`src/rtl/qmca_peak_trigger_pkg.sv`:
```
// Shared types for the qMCA peak trigger: channel state encoding and event word layout.
package qmca_peak_trigger_pkg;

  typedef enum logic {
    ST_IDLE  = 1'b0,
    ST_PULSE = 1'b1
  } ch_state_e;

  localparam int EVT_CH_LSB   = 30;
  localparam int EVT_PEAK_LSB = 16;
  localparam int EVT_LEN_LSB  = 0;

  function automatic logic [31:0] pack_evt(input logic [1:0] ch, input logic [13:0] peak,
                                           input logic [15:0] len);
    logic [31:0] w;
    w = '0;
    w[EVT_CH_LSB +: 2]    = ch;
    w[EVT_PEAK_LSB +: 14] = peak;
    w[EVT_LEN_LSB +: 16]  = len;
    return w;
  endfunction

endpackage

```
`src/rtl/qmca_peak_trigger_if.sv`:
```
// Event word stream: valid/ready, one 32-bit word per accepted cycle.
interface qmca_peak_trigger_if;
  logic        evt_valid;
  logic [31:0] evt_data;
  logic        evt_ready;

  modport master (output evt_valid, evt_data, input evt_ready);
  modport slave  (input evt_valid, evt_data, output evt_ready);
endinterface

```
`src/rtl/qmca_peak_ch.sv`:
```
// One ADC channel: hysteresis trigger FSM, peak/length tracking and a one-deep pending slot.
// A close with a full slot (not being drained this cycle) is reported on lost_inc_o.
module qmca_peak_ch
  import qmca_peak_trigger_pkg::*;
#(
  parameter int ADC_WIDTH = 14,
  parameter int LEN_WIDTH = 16,
  parameter int CH_ID     = 0
) (
  input  logic                 clk,
  input  logic                 rst,
  input  logic [ADC_WIDTH-1:0] sample_i,
  input  logic [ADC_WIDTH-1:0] th_i,
  input  logic [ADC_WIDTH-1:0] hyst_i,
  input  logic                 en_i,
  output logic                 trig_o,
  output logic                 pend_valid_o,
  output logic [31:0]          pend_data_o,
  input  logic                 pend_clr_i,
  output logic                 lost_inc_o
);

  ch_state_e            state_q;
  logic [ADC_WIDTH-1:0] peak_q, peak_d;
  logic [LEN_WIDTH-1:0] len_q, len_d;
  logic                 trig_q;
  logic                 pend_vld_q;
  logic [31:0]          pend_dat_q, evt_d;
  logic [ADC_WIDTH-1:0] lo;
  logic                 start, close, slot_free;

  assign lo        = (th_i > hyst_i) ? th_i - hyst_i : '0;
  assign start     = (state_q == ST_IDLE) && en_i && (sample_i > th_i);
  assign close     = (state_q == ST_PULSE) && en_i && (sample_i < lo);
  // A slot being drained this cycle is free: the new event overwrites it.
  assign slot_free = !pend_vld_q || pend_clr_i;
  assign peak_d    = (sample_i > peak_q) ? sample_i : peak_q;
  assign len_d     = (&len_q) ? len_q : len_q + LEN_WIDTH'(1);
  assign evt_d     = pack_evt(2'(CH_ID), 14'(peak_q), 16'(len_q));

  always_ff @(posedge clk or posedge rst) begin
    if (rst) begin
      state_q    <= ST_IDLE;
      peak_q     <= '0;
      len_q      <= '0;
      trig_q     <= 1'b0;
      pend_vld_q <= 1'b0;
      pend_dat_q <= '0;
    end else begin
      trig_q <= start;
      case (state_q)
        ST_IDLE: begin
          if (start) begin
            state_q <= ST_PULSE;
            peak_q  <= sample_i;
            len_q   <= LEN_WIDTH'(1);
          end
        end
        ST_PULSE: begin
          if (!en_i || close) begin
            state_q <= ST_IDLE;
          end else begin
            peak_q <= peak_d;
            len_q  <= len_d;
          end
        end
        default: state_q <= ST_IDLE;
      endcase
      if (close && slot_free) begin
        pend_vld_q <= 1'b1;
        pend_dat_q <= evt_d;
      end else if (pend_clr_i) begin
        pend_vld_q <= 1'b0;
      end
    end
  end

  assign trig_o       = trig_q;
  assign pend_valid_o = pend_vld_q;
  assign pend_data_o  = pend_dat_q;
  assign lost_inc_o   = close && !slot_free;

endmodule

```
`src/rtl/qmca_peak_trigger.sv`:
```
// Multi-channel pulse-height trigger: per-channel peak detectors merged round-robin into one
// registered event stream, with a saturating count of events dropped on full pending slots.
module qmca_peak_trigger
  import qmca_peak_trigger_pkg::*;
#(
  parameter int CHANNELS  = 4,
  parameter int ADC_WIDTH = 14,
  parameter int LEN_WIDTH = 16
) (
  input  logic                          clk,
  input  logic                          rst,
  input  logic [CHANNELS*ADC_WIDTH-1:0] adc_in_i,
  input  logic [CHANNELS*ADC_WIDTH-1:0] th_i,
  input  logic [ADC_WIDTH-1:0]          hyst_i,
  input  logic [CHANNELS-1:0]           ch_en_i,
  output logic [CHANNELS-1:0]           trig_o,
  output logic [15:0]                   lost_cnt_o,
  qmca_peak_trigger_if.master           evt
);

  logic [CHANNELS-1:0] pend_vld, pend_clr, lost_inc;
  logic [31:0]         pend_dat [CHANNELS];

  for (genvar c = 0; c < CHANNELS; c++) begin : g_ch
    qmca_peak_ch #(
      .ADC_WIDTH (ADC_WIDTH),
      .LEN_WIDTH (LEN_WIDTH),
      .CH_ID     (c)
    ) u_ch (
      .clk          (clk),
      .rst          (rst),
      .sample_i     (adc_in_i[c*ADC_WIDTH +: ADC_WIDTH]),
      .th_i         (th_i[c*ADC_WIDTH +: ADC_WIDTH]),
      .hyst_i       (hyst_i),
      .en_i         (ch_en_i[c]),
      .trig_o       (trig_o[c]),
      .pend_valid_o (pend_vld[c]),
      .pend_data_o  (pend_dat[c]),
      .pend_clr_i   (pend_clr[c]),
      .lost_inc_o   (lost_inc[c])
    );
  end

  logic        evt_valid_q;
  logic [31:0] evt_data_q;
  logic [1:0]  last_q;
  logic [15:0] lost_q, lost_d;
  logic        load, gnt_vld;
  logic [1:0]  gnt_idx;
  logic [2:0]  lost_sum;
  logic [16:0] lost_add;

  assign load = !evt_valid_q || evt.evt_ready;

  // Search starts one past the last granted channel so every slot gets a turn.
  always_comb begin
    gnt_vld = 1'b0;
    gnt_idx = '0;
    for (int k = 1; k <= CHANNELS; k++) begin
      if (!gnt_vld && pend_vld[(int'(last_q) + k) % CHANNELS]) begin
        gnt_vld = 1'b1;
        gnt_idx = 2'((int'(last_q) + k) % CHANNELS);
      end
    end
  end

  always_comb begin
    pend_clr = '0;
    if (load && gnt_vld) pend_clr[gnt_idx] = 1'b1;
  end

  always_comb begin
    lost_sum = '0;
    for (int c = 0; c < CHANNELS; c++) lost_sum = lost_sum + 3'(lost_inc[c]);
  end

  assign lost_add = {1'b0, lost_q} + 17'(lost_sum);
  assign lost_d   = lost_add[16] ? 16'hFFFF : lost_add[15:0];

  always_ff @(posedge clk or posedge rst) begin
    if (rst) begin
      evt_valid_q <= 1'b0;
      evt_data_q  <= '0;
      last_q      <= 2'(CHANNELS - 1);
      lost_q      <= '0;
    end else begin
      lost_q <= lost_d;
      if (load) begin
        evt_valid_q <= gnt_vld;
        if (gnt_vld) begin
          evt_data_q <= pend_dat[gnt_idx];
          last_q     <= gnt_idx;
        end
      end
    end
  end

  assign evt.evt_valid = evt_valid_q;
  assign evt.evt_data  = evt_data_q;
  assign lost_cnt_o    = lost_q;

endmodule

```
`src/flat_wrapper.sv`:
```
// flat-port wrapper written by rule: the top's interface ports become plain ports
module qmca_peak_trigger_flat import qmca_peak_trigger_pkg::*;
#(
  parameter int CHANNELS  = 4,
  parameter int ADC_WIDTH = 14,
  parameter int LEN_WIDTH = 16
)
  (clk, rst, adc_in_i, th_i, hyst_i, ch_en_i, trig_o, lost_cnt_o, evt_evt_valid, evt_evt_data, evt_evt_ready);
  qmca_peak_trigger_if evt_i ();
  input  logic clk;
  input  logic rst;
  input  logic [CHANNELS*ADC_WIDTH-1:0] adc_in_i;
  input  logic [CHANNELS*ADC_WIDTH-1:0] th_i;
  input  logic [ADC_WIDTH-1:0] hyst_i;
  input  logic [CHANNELS-1:0] ch_en_i;
  output logic [CHANNELS-1:0] trig_o;
  output logic [15:0] lost_cnt_o;
  output wire logic [$bits(evt_i.evt_valid)-1:0] evt_evt_valid;
  output wire logic [$bits(evt_i.evt_data)-1:0] evt_evt_data;
  input wire logic [$bits(evt_i.evt_ready)-1:0] evt_evt_ready;
  assign evt_evt_valid = evt_i.evt_valid;
  assign evt_evt_data = evt_i.evt_data;
  assign evt_i.evt_ready = evt_evt_ready;
  qmca_peak_trigger #(.CHANNELS(CHANNELS), .ADC_WIDTH(ADC_WIDTH), .LEN_WIDTH(LEN_WIDTH)) u_core (.clk(clk), .rst(rst), .adc_in_i(adc_in_i), .th_i(th_i), .hyst_i(hyst_i), .ch_en_i(ch_en_i), .trig_o(trig_o), .lost_cnt_o(lost_cnt_o), .evt(evt_i));
endmodule
```
`config.mk`:
```
export PLATFORM = sky130hd
export DESIGN_NAME = qmca_peak_trigger_flat
export DESIGN_NICKNAME = d
export VERILOG_FILES = /design/src/rtl/qmca_peak_trigger_pkg.sv /design/src/rtl/qmca_peak_trigger_if.sv /design/src/rtl/qmca_peak_ch.sv /design/src/rtl/qmca_peak_trigger.sv /design/src/flat_wrapper.sv
export SDC_FILE = /design/constraint.sdc
export NUM_CORES = 1
export LEC_CHECK = 0
export ABC_AREA = 1
export ABC_CLOCK_PERIOD_IN_PS = 5490
export CORE_AREA = 5 5 256 158
export DETAILED_ROUTE_END_ITERATION = 8
export DIE_AREA = 0 0 261 163
export PLACE_DENSITY_LB_ADDON = 0.08
export SKIP_CTS_REPAIR_TIMING = 1
export SLEW_MARGIN = 5
export SYNTH_ARGS = -nofsm -noshare
export SYNTH_HDL_FRONTEND = slang
export SYNTH_HIERARCHICAL = 1
export SYNTH_SLANG_ARGS = --single-unit
export TNS_END_PERCENT = 5
```
`constraint.sdc`:
```
create_clock -name clk -period 5.49 [get_ports clk]
set_input_delay 0.8235 -clock clk [delete_from_list [all_inputs] [get_ports clk]]
set_output_delay 0.8235 -clock clk [all_outputs]
set_load 0.05 [all_outputs]
```
==> run_results.csv, run 1 <==
group,metric,value,unit
layout,area_growth,23.6,%
logic_synthesis,synth_flop_cell,"dfrtp_1",
logic_synthesis,yosys_warnings,6,
critical_path,crit_path_max_incr_delay,0.43,ns
clock_tree,clock_latency,0.52,ns
logic_synthesis,synth.area.top_cells,"dfrtp_1 34%, nand2_1 19%, ha_1 13%, inv_1 6.1%, nand3_1 5.9%",
layout,n_antenna_cell,0,
floorplan,die-area,0.0425,sq mm
critical_path,crit_required,5.90,ns
global_route,grt_pass1_wl,115,mm
power,power_density,391,mW/mm^2
clock_tree,root_buffer,"clkbuf_16",
layout,layoutNonFillerInstCount,4046,
sta,finalSetupViolations,0,
floorplan,core-area,0.0382,sq mm
logic_synthesis,synth-edff-count,0,
clock_tree,cts_buffers,34,
layout,multi_input_area,0.0131,sq mm
placed_design,dpl_cell_area,0.0259,sq mm
global_route,antenna_found_initial,0,
logic_synthesis,yosysTopAreaCell,"dfrtp_1",
clock_tree,cts_htree_levels,2,
critical_path,critPathMaxFanout,5,
routing,wl_met3,7.11,mm
critical_path,arrival,5.73,ns
placed_design,hpwl,57.0,mm
logic_synthesis,seq_area_frac_synth,0.342,
layout,layout-drive-gt1-share,0.137,
critical_path,critPathLaunchType,"input pin",
global_route,grt_use_total,0.337,
placed_design,portBuffers,185,
layout,nFillCells,3014,
logic_synthesis,synth_area,0.0224,sq mm
sta,worst_slew_pin_slew,1.11,ns
layout,fin_area,0.0276,sq mm
layout,ff_latch_area,0.00766,sq mm
global_route,overflow,0,
logic_synthesis,ys_async_sr_fraction,1.00,
routing,vias,22800,
routing,wirelength,73.0,mm
clock_tree,cts_tree,"built",
clock_tree,ctsLongestPathBuffers,3,
floorplan,io_pins,186,
floorplan,fp.dieW,261,microns
hold_path,hp-class,"reg2reg",
routing,drtPass1Iterations,6,
clock_tree,cts_num_sinks,306,
floorplan,dieHeight,163,microns
critical_path,crit_start,"th_i[1]",
logic_synthesis,synth_cell_types,55,
critical_path,crit_path_end_kind,"register",
logic_synthesis,yosysMostFrequentCell,"nand2_1",
logic_synthesis,avgSynthCellArea,7.12,sq um
routing,wl_per_cell,18.1,microns
logic_synthesis,synth_common_cells,"1127 x nand2_1, 362 x inv_1, 304 x dfrtp_1",
critical_path,critical_path.slowest_cell,"fa_1",
sta,drv_slew,0,
run_status,status,"complete, no violations",
critical_path,r2r_slack,0.49,ns
routing,viasPerCell,5.65,
routing,drtIter0Drc,2895,
routing,antenna_left,0,
power,ir_worst_vdd,0.603,mV
global_route,grt_max_degree,65,
logic_synthesis,synth-seq-cells,306,
routing,wl_met2,30.6,mm
global_route,grt_pass1_vias,21700,
critical_path,r2r-start,"u_core/last_q[0]",
critical_path,cp.buffers_inverters,5,
sta,relSlewSlack,0.258,
routing,wl_met1,33.1,mm
floorplan,row_count,56,
power,p_leak,0.0149,uW
sta,fin_skew,0.0189,ns
hold_path,min-delay-start,"u_core/g_ch[1].u_ch/peak_q[4]",
placed_design,gp_congestion,0.981,
critical_path,path_delay_family,"adder cells",
routing,drc,0,
job,cap_violations,0,
floorplan,start_util,0.586,
sta,fin_crit_sh,0.969,
logic_synthesis,netlist.area_leader.share,0.340,
layout,nets,3866,
logic_synthesis,syn-instance-count,3143,
critical_path,critPathKind,"in2reg",
sta,fmax,188,MHz
sta,hold_viol,0,
routing,dr.max_layer_used,"met4",
clock_tree,path_clk_slew,0.06,ns
sta,post-route-min-period,5.32,ns
placed_design,placed_cells,3977,
sta,tns,0,ns
==> worst paths after layout <==
path                                                 end  depth (start not counted)
min in group asynchronous   u_core/g_ch[2].u_ch/len_q[8]                          2
hold / removal             u_core/g_ch[1].u_ch/peak_q[4]                          2
setup / recovery                   u_core/lost_cnt_o[10]                         30
max in group asynchronous        u_core/evt.evt_data[21]                          2
hold reg to reg            u_core/g_ch[1].u_ch/peak_q[4]                          2
setup reg to reg                   u_core/lost_cnt_o[10]                         26
==> layer usage <==
metal | up-vias | GRT usage
li1 | 10900 | -
met1 | 10600 | 0.512
met2 | 1132 | 0.497
met3 | 165 | 0.0553
met4 | 0 | 0.101
met5 | - | 0
==> per-stage QoR <==
step	utilization	setup WS, ns	total power (uW)	hold WS (ns)
6_report	0.724	0.168	10800	0.470
5_1_grt	0.724	-0.0830	11500	0.495
4_1_cts	0.707	-0.381	10600	0.473
3_5_place_dp	0.679	-0.888	8350	0.459
3_3_place_gp	0.679	-0.848	8180	0.453
2_1_floorplan	-	0.127	6800	0.440
==> final cells by class <==
type	count	area share
Clock buffer	52	0.0376
Clock inverter	7	0.00154
Inverter	371	0.0504
Multi-Input combinational cell	2364	0.474
Sequential cell	306	0.277
Tap cell	522	0.0236
Timing Repair Buffer	424	0.136
==> power breakdown <==
| part | switching, uW | internal (uW) |
|---|---|---|
| Clock | 921 | 1300 |
| Combinational | 3680 | 1650 |
| Sequential | 426 | 2830 |
==> placed cells by master, fill, tap and decap left out, types with 10 or more instances in the layout <==
| cell type | n |
|---|---|
| a21o_1 | 10 |
| nand3_1 | 260 |
| nor2_2 | 19 |
| a21oi_1 | 116 |
| clkbuf_8 | 10 |
| dlymetal6s2s_1 | 30 |
| nand3_2 | 10 |
| nand2_2 | 22 |
| ha_1 | 203 |
| buf_4 | 234 |
| inv_1 | 352 |
| a21boi_0 | 11 |
| nand4_1 | 42 |
| dfrtp_1 | 304 |
| clkbuf_16 | 35 |
| o21ai_0 | 128 |
| nand2_1 | 1118 |
| ha_4 | 19 |
| nor2_1 | 142 |
| o21ai_1 | 43 |
| or2_2 | 35 |
| nand3b_1 | 12 |
| nor3_1 | 42 |
| a21oi_2 | 10 |
| clkdlybuf4s50_1 | 155 |
| inv_2 | 19 |
==> flip-flops by register name, summed over array words and instances, names as in the netlist <==
signal,cells
u_core/lost_cnt_o,16
u_core/g_ch.u_ch/peak_q,56
u_core/g_ch.u_ch/pend_valid_o,4
u_core/last_q,2
u_core/evt.evt_data,32
u_core/g_ch.u_ch/trig_o,4
u_core/g_ch.u_ch/state_q,4
u_core/g_ch.u_ch/pend_data_o,123
u_core/g_ch.u_ch/len_q,64
u_core/evt.evt_valid,1
==> worst register-to-register path: cells and delay by family, from the launching register on <==
kind	cells	cell delay, ns
simple gates	15	2.26
fa+ha+maj	3	1.09
buf+inv	6	0.73
flops	1	0.62
compound gates	2	0.20
==> cell families (layout without fill, tap and decap cells) <==
logic type      Yosys count  count (layout)  share of synthesized area
compound gates          382             382                     0.0955
xor+xnor                 11              11                    0.00431
fa+ha+maj               232             232                      0.132
buf+inv                 474             854                     0.0935
flops                   306             306                      0.342
other cells               3               4                   0.000503
simple gates           1735            1735                      0.332
Power figures use the tool's default switching activity.
==> run 2, diff against run 1 <==
--- a/config.mk
+++ b/config.mk
@@ -7,9 +7,9 @@
 export LEC_CHECK = 0
 export ABC_AREA = 1
 export ABC_CLOCK_PERIOD_IN_PS = 5490
-export CORE_AREA = 5 5 256 158
+export CORE_AREA = 2 2 253 155
 export DETAILED_ROUTE_END_ITERATION = 8
-export DIE_AREA = 0 0 261 163
+export DIE_AREA = 0 0 255 157
 export PLACE_DENSITY_LB_ADDON = 0.08
 export SKIP_CTS_REPAIR_TIMING = 1
 export SLEW_MARGIN = 5
==> run 2 against run 1 <==
Compared with the run above:
- the flow now finishes with violations (negative setup slack)
- sequential cell count stayed put
- sequential share of layout area grew 0.062 points
- die area down 5.9%
- clock power grew 9.4%
- total power up 2.0%
- wire length is 1.4% lower
- fmax is 3.4% lower
- sequential power hardly changed
- non-clock buffer count fell by 1
- clock skew is 0.0087 ns lower
- via count down 0.22%
- register-to-register slack got worse by 0.03 ns
- critical endpoint is now u_core/lost_cnt_o[13]
- largest power group unchanged
- highest routed layer unchanged
==> run_results.csv, run 2 (synthesized netlist as in run 1, its figures left out) <==
group,metric,value,unit
critical_path,crit_required,5.87,ns
critical_path,arrival,5.89,ns
global_route,antenna_found_initial,0,
critical_path,r2r_slack,0.46,ns
floorplan,io_pins,186,
clock_tree,cts_tree,"built",
floorplan,fp.dieW,255,microns
routing,wl_per_cell,17.8,microns
critical_path,critPathLaunchType,"input pin",
sta,relSlewSlack,0.263,
layout,nets,3865,
power,combPwrFrac,0.485,
sta,hold-worst-slack,0.472,ns
sta,hold_viol,0,
power,p_leak,0.0148,uW
layout,fin_area,0.0276,sq mm
clock_tree,clock_latency,0.52,ns
placed_design,dpl_cell_area,0.0259,sq mm
critical_path,crit_start,"hyst_i[0]",
sta,post-route-min-period,5.51,ns
run_status,status,"finished with violations",
sta,rsz0062_at_grt,"yes",
routing,drtIter0Drc,3111,
clock_tree,cts_num_sinks,306,
layout,layoutNonFillerInstCount,4037,
placed_design,placed_cells,3968,
global_route,overflow,0,
critical_path,path_delay_family,"adder cells",
layout,n_antenna_cell,0,
floorplan,dieHeight,157,microns
sta,drv_slew,0,
sta,fin_skew,0.0102,ns
global_route,grt_use_total,0.356,
hold_path,hp-class,"reg2reg",
critical_path,crit_path_max_incr_delay,0.49,ns
clock_tree,root_buffer,"clkbuf_16",
power,p_int,6000,uW
critical_path,crit_path_end_kind,"register",
clock_tree,cts_htree_levels,2,
floorplan,row_count,55,
placed_design,hpwl,55.4,mm
critical_path,critPathKind,"in2reg",
layout,largest_reg_flops,123,
power,p_sw,5030,uW
sta,worst_slew_pin_slew,1.10,ns
layout,layout-drive-gt1-share,0.133,
sta,fmax,182,MHz
power,p_total,11000,uW
critical_path,cp.buffers_inverters,4,
clock_tree,cts_buffers,34,
critical_path,critical_path.slowest_cell,"fa_1",
floorplan,core-area,0.0375,sq mm
power,pwr-share-clk,0.221,
power,p_seq_frac,0.294,
critical_path,r2r-start,"u_core/last_q[0]",
sta,finalSetupViolations,1,
floorplan,die-area,0.0400,sq mm
layout,nFillCells,2951,
hold_path,min-delay-start,"u_core/g_ch[0].u_ch/peak_q[6]",
routing,drtPass1Iterations,7,
power,power_density,400,mW/mm^2
layout,final_cell_mix,"1122 x nand2_1, 355 x inv_1, 304 x dfrtp_1",
clock_tree,ctsLongestPathBuffers,3,
global_route,grt_pass1_wl,112,mm
routing,viasPerCell,5.65,
power,ir_worst_vdd,0.470,mV
run_status,violations,"negative setup slack",
power,power_switching_share,0.456,
routing,antenna_left,0,
global_route,grt_max_degree,65,
global_route,grt_pass1_vias,20900,
sta,fin_crit_sh,1.00,
critical_path,critPathMaxFanout,6,
placed_design,gp_congestion,0.974,
layout,post-route-util,0.736,
sta,fin_ws,-0.0196,ns
routing,wirelength,72.1,mm
job,cap_violations,0,
routing,vias,22800,
clock_tree,path_clk_slew,0.06,ns
floorplan,start_util,0.596,
placed_design,portBuffers,185,
routing,drc,0,
layout,final_common_cell,"nand2_1",
layout,area_growth,23.3,%
-- run 2: worst min-delay path: stages, from the launching register on --
cell and delay (ns):
dfrtp_1 0.34, nand2_1 0.05, nand2_1 0.05
-- run 2: final timing paths --
path	endpoint	cells after the start
setup / recovery	u_core/lost_cnt_o[13]	30
hold / removal	u_core/g_ch[0].u_ch/peak_q[6]	2
setup reg to reg	u_core/lost_cnt_o[13]	25
hold reg to reg	u_core/g_ch[0].u_ch/peak_q[6]	2
max in group asynchronous	u_core/g_ch[2].u_ch/pend_data_o[29]	3
min in group asynchronous	u_core/g_ch[1].u_ch/len_q[8]	2
-- run 2: cell type report --
class	instances	area, sq um	area share
inverters	371	1390	0.0505
multi-input cells	2364	13000	0.471
flip-flops and latches	306	7660	0.278
clock inverters	9	131	0.00476
well taps	513	642	0.0233
clock buffers	51	1090	0.0395
repair buffers	423	3690	0.134
-- run 2: power by group through the flow --
stage	clock (uW)	sequential, uW	combinational (uW)
final	2440	3250	5350
after global routing	2550	3310	5870
after CTS	2460	3230	5150
after detailed placement	0	3260	5090
after global placement	0	3230	4950
after floorplan	0	3360	3440
-- run 2: stage by stage --
stage | worst slack [ns] | setup TNS, ns
CTS | -0.451 | -6.33
finish | -0.0196 | -0.0196
global placement | -0.904 | -13.24
floorplan | 0.127 | 0
global route | -0.175 | -0.921
detailed placement | -0.933 | -13.96
-- run 2: metal layers --
metal,track usage,part of all wire,vias to the layer above
met5,0,0,-
met4,0.0933,0.027,0
met3,0.0493,0.090,145
met2,0.525,0.42,1180
met1,0.544,0.46,10600
li1,-,-,10900
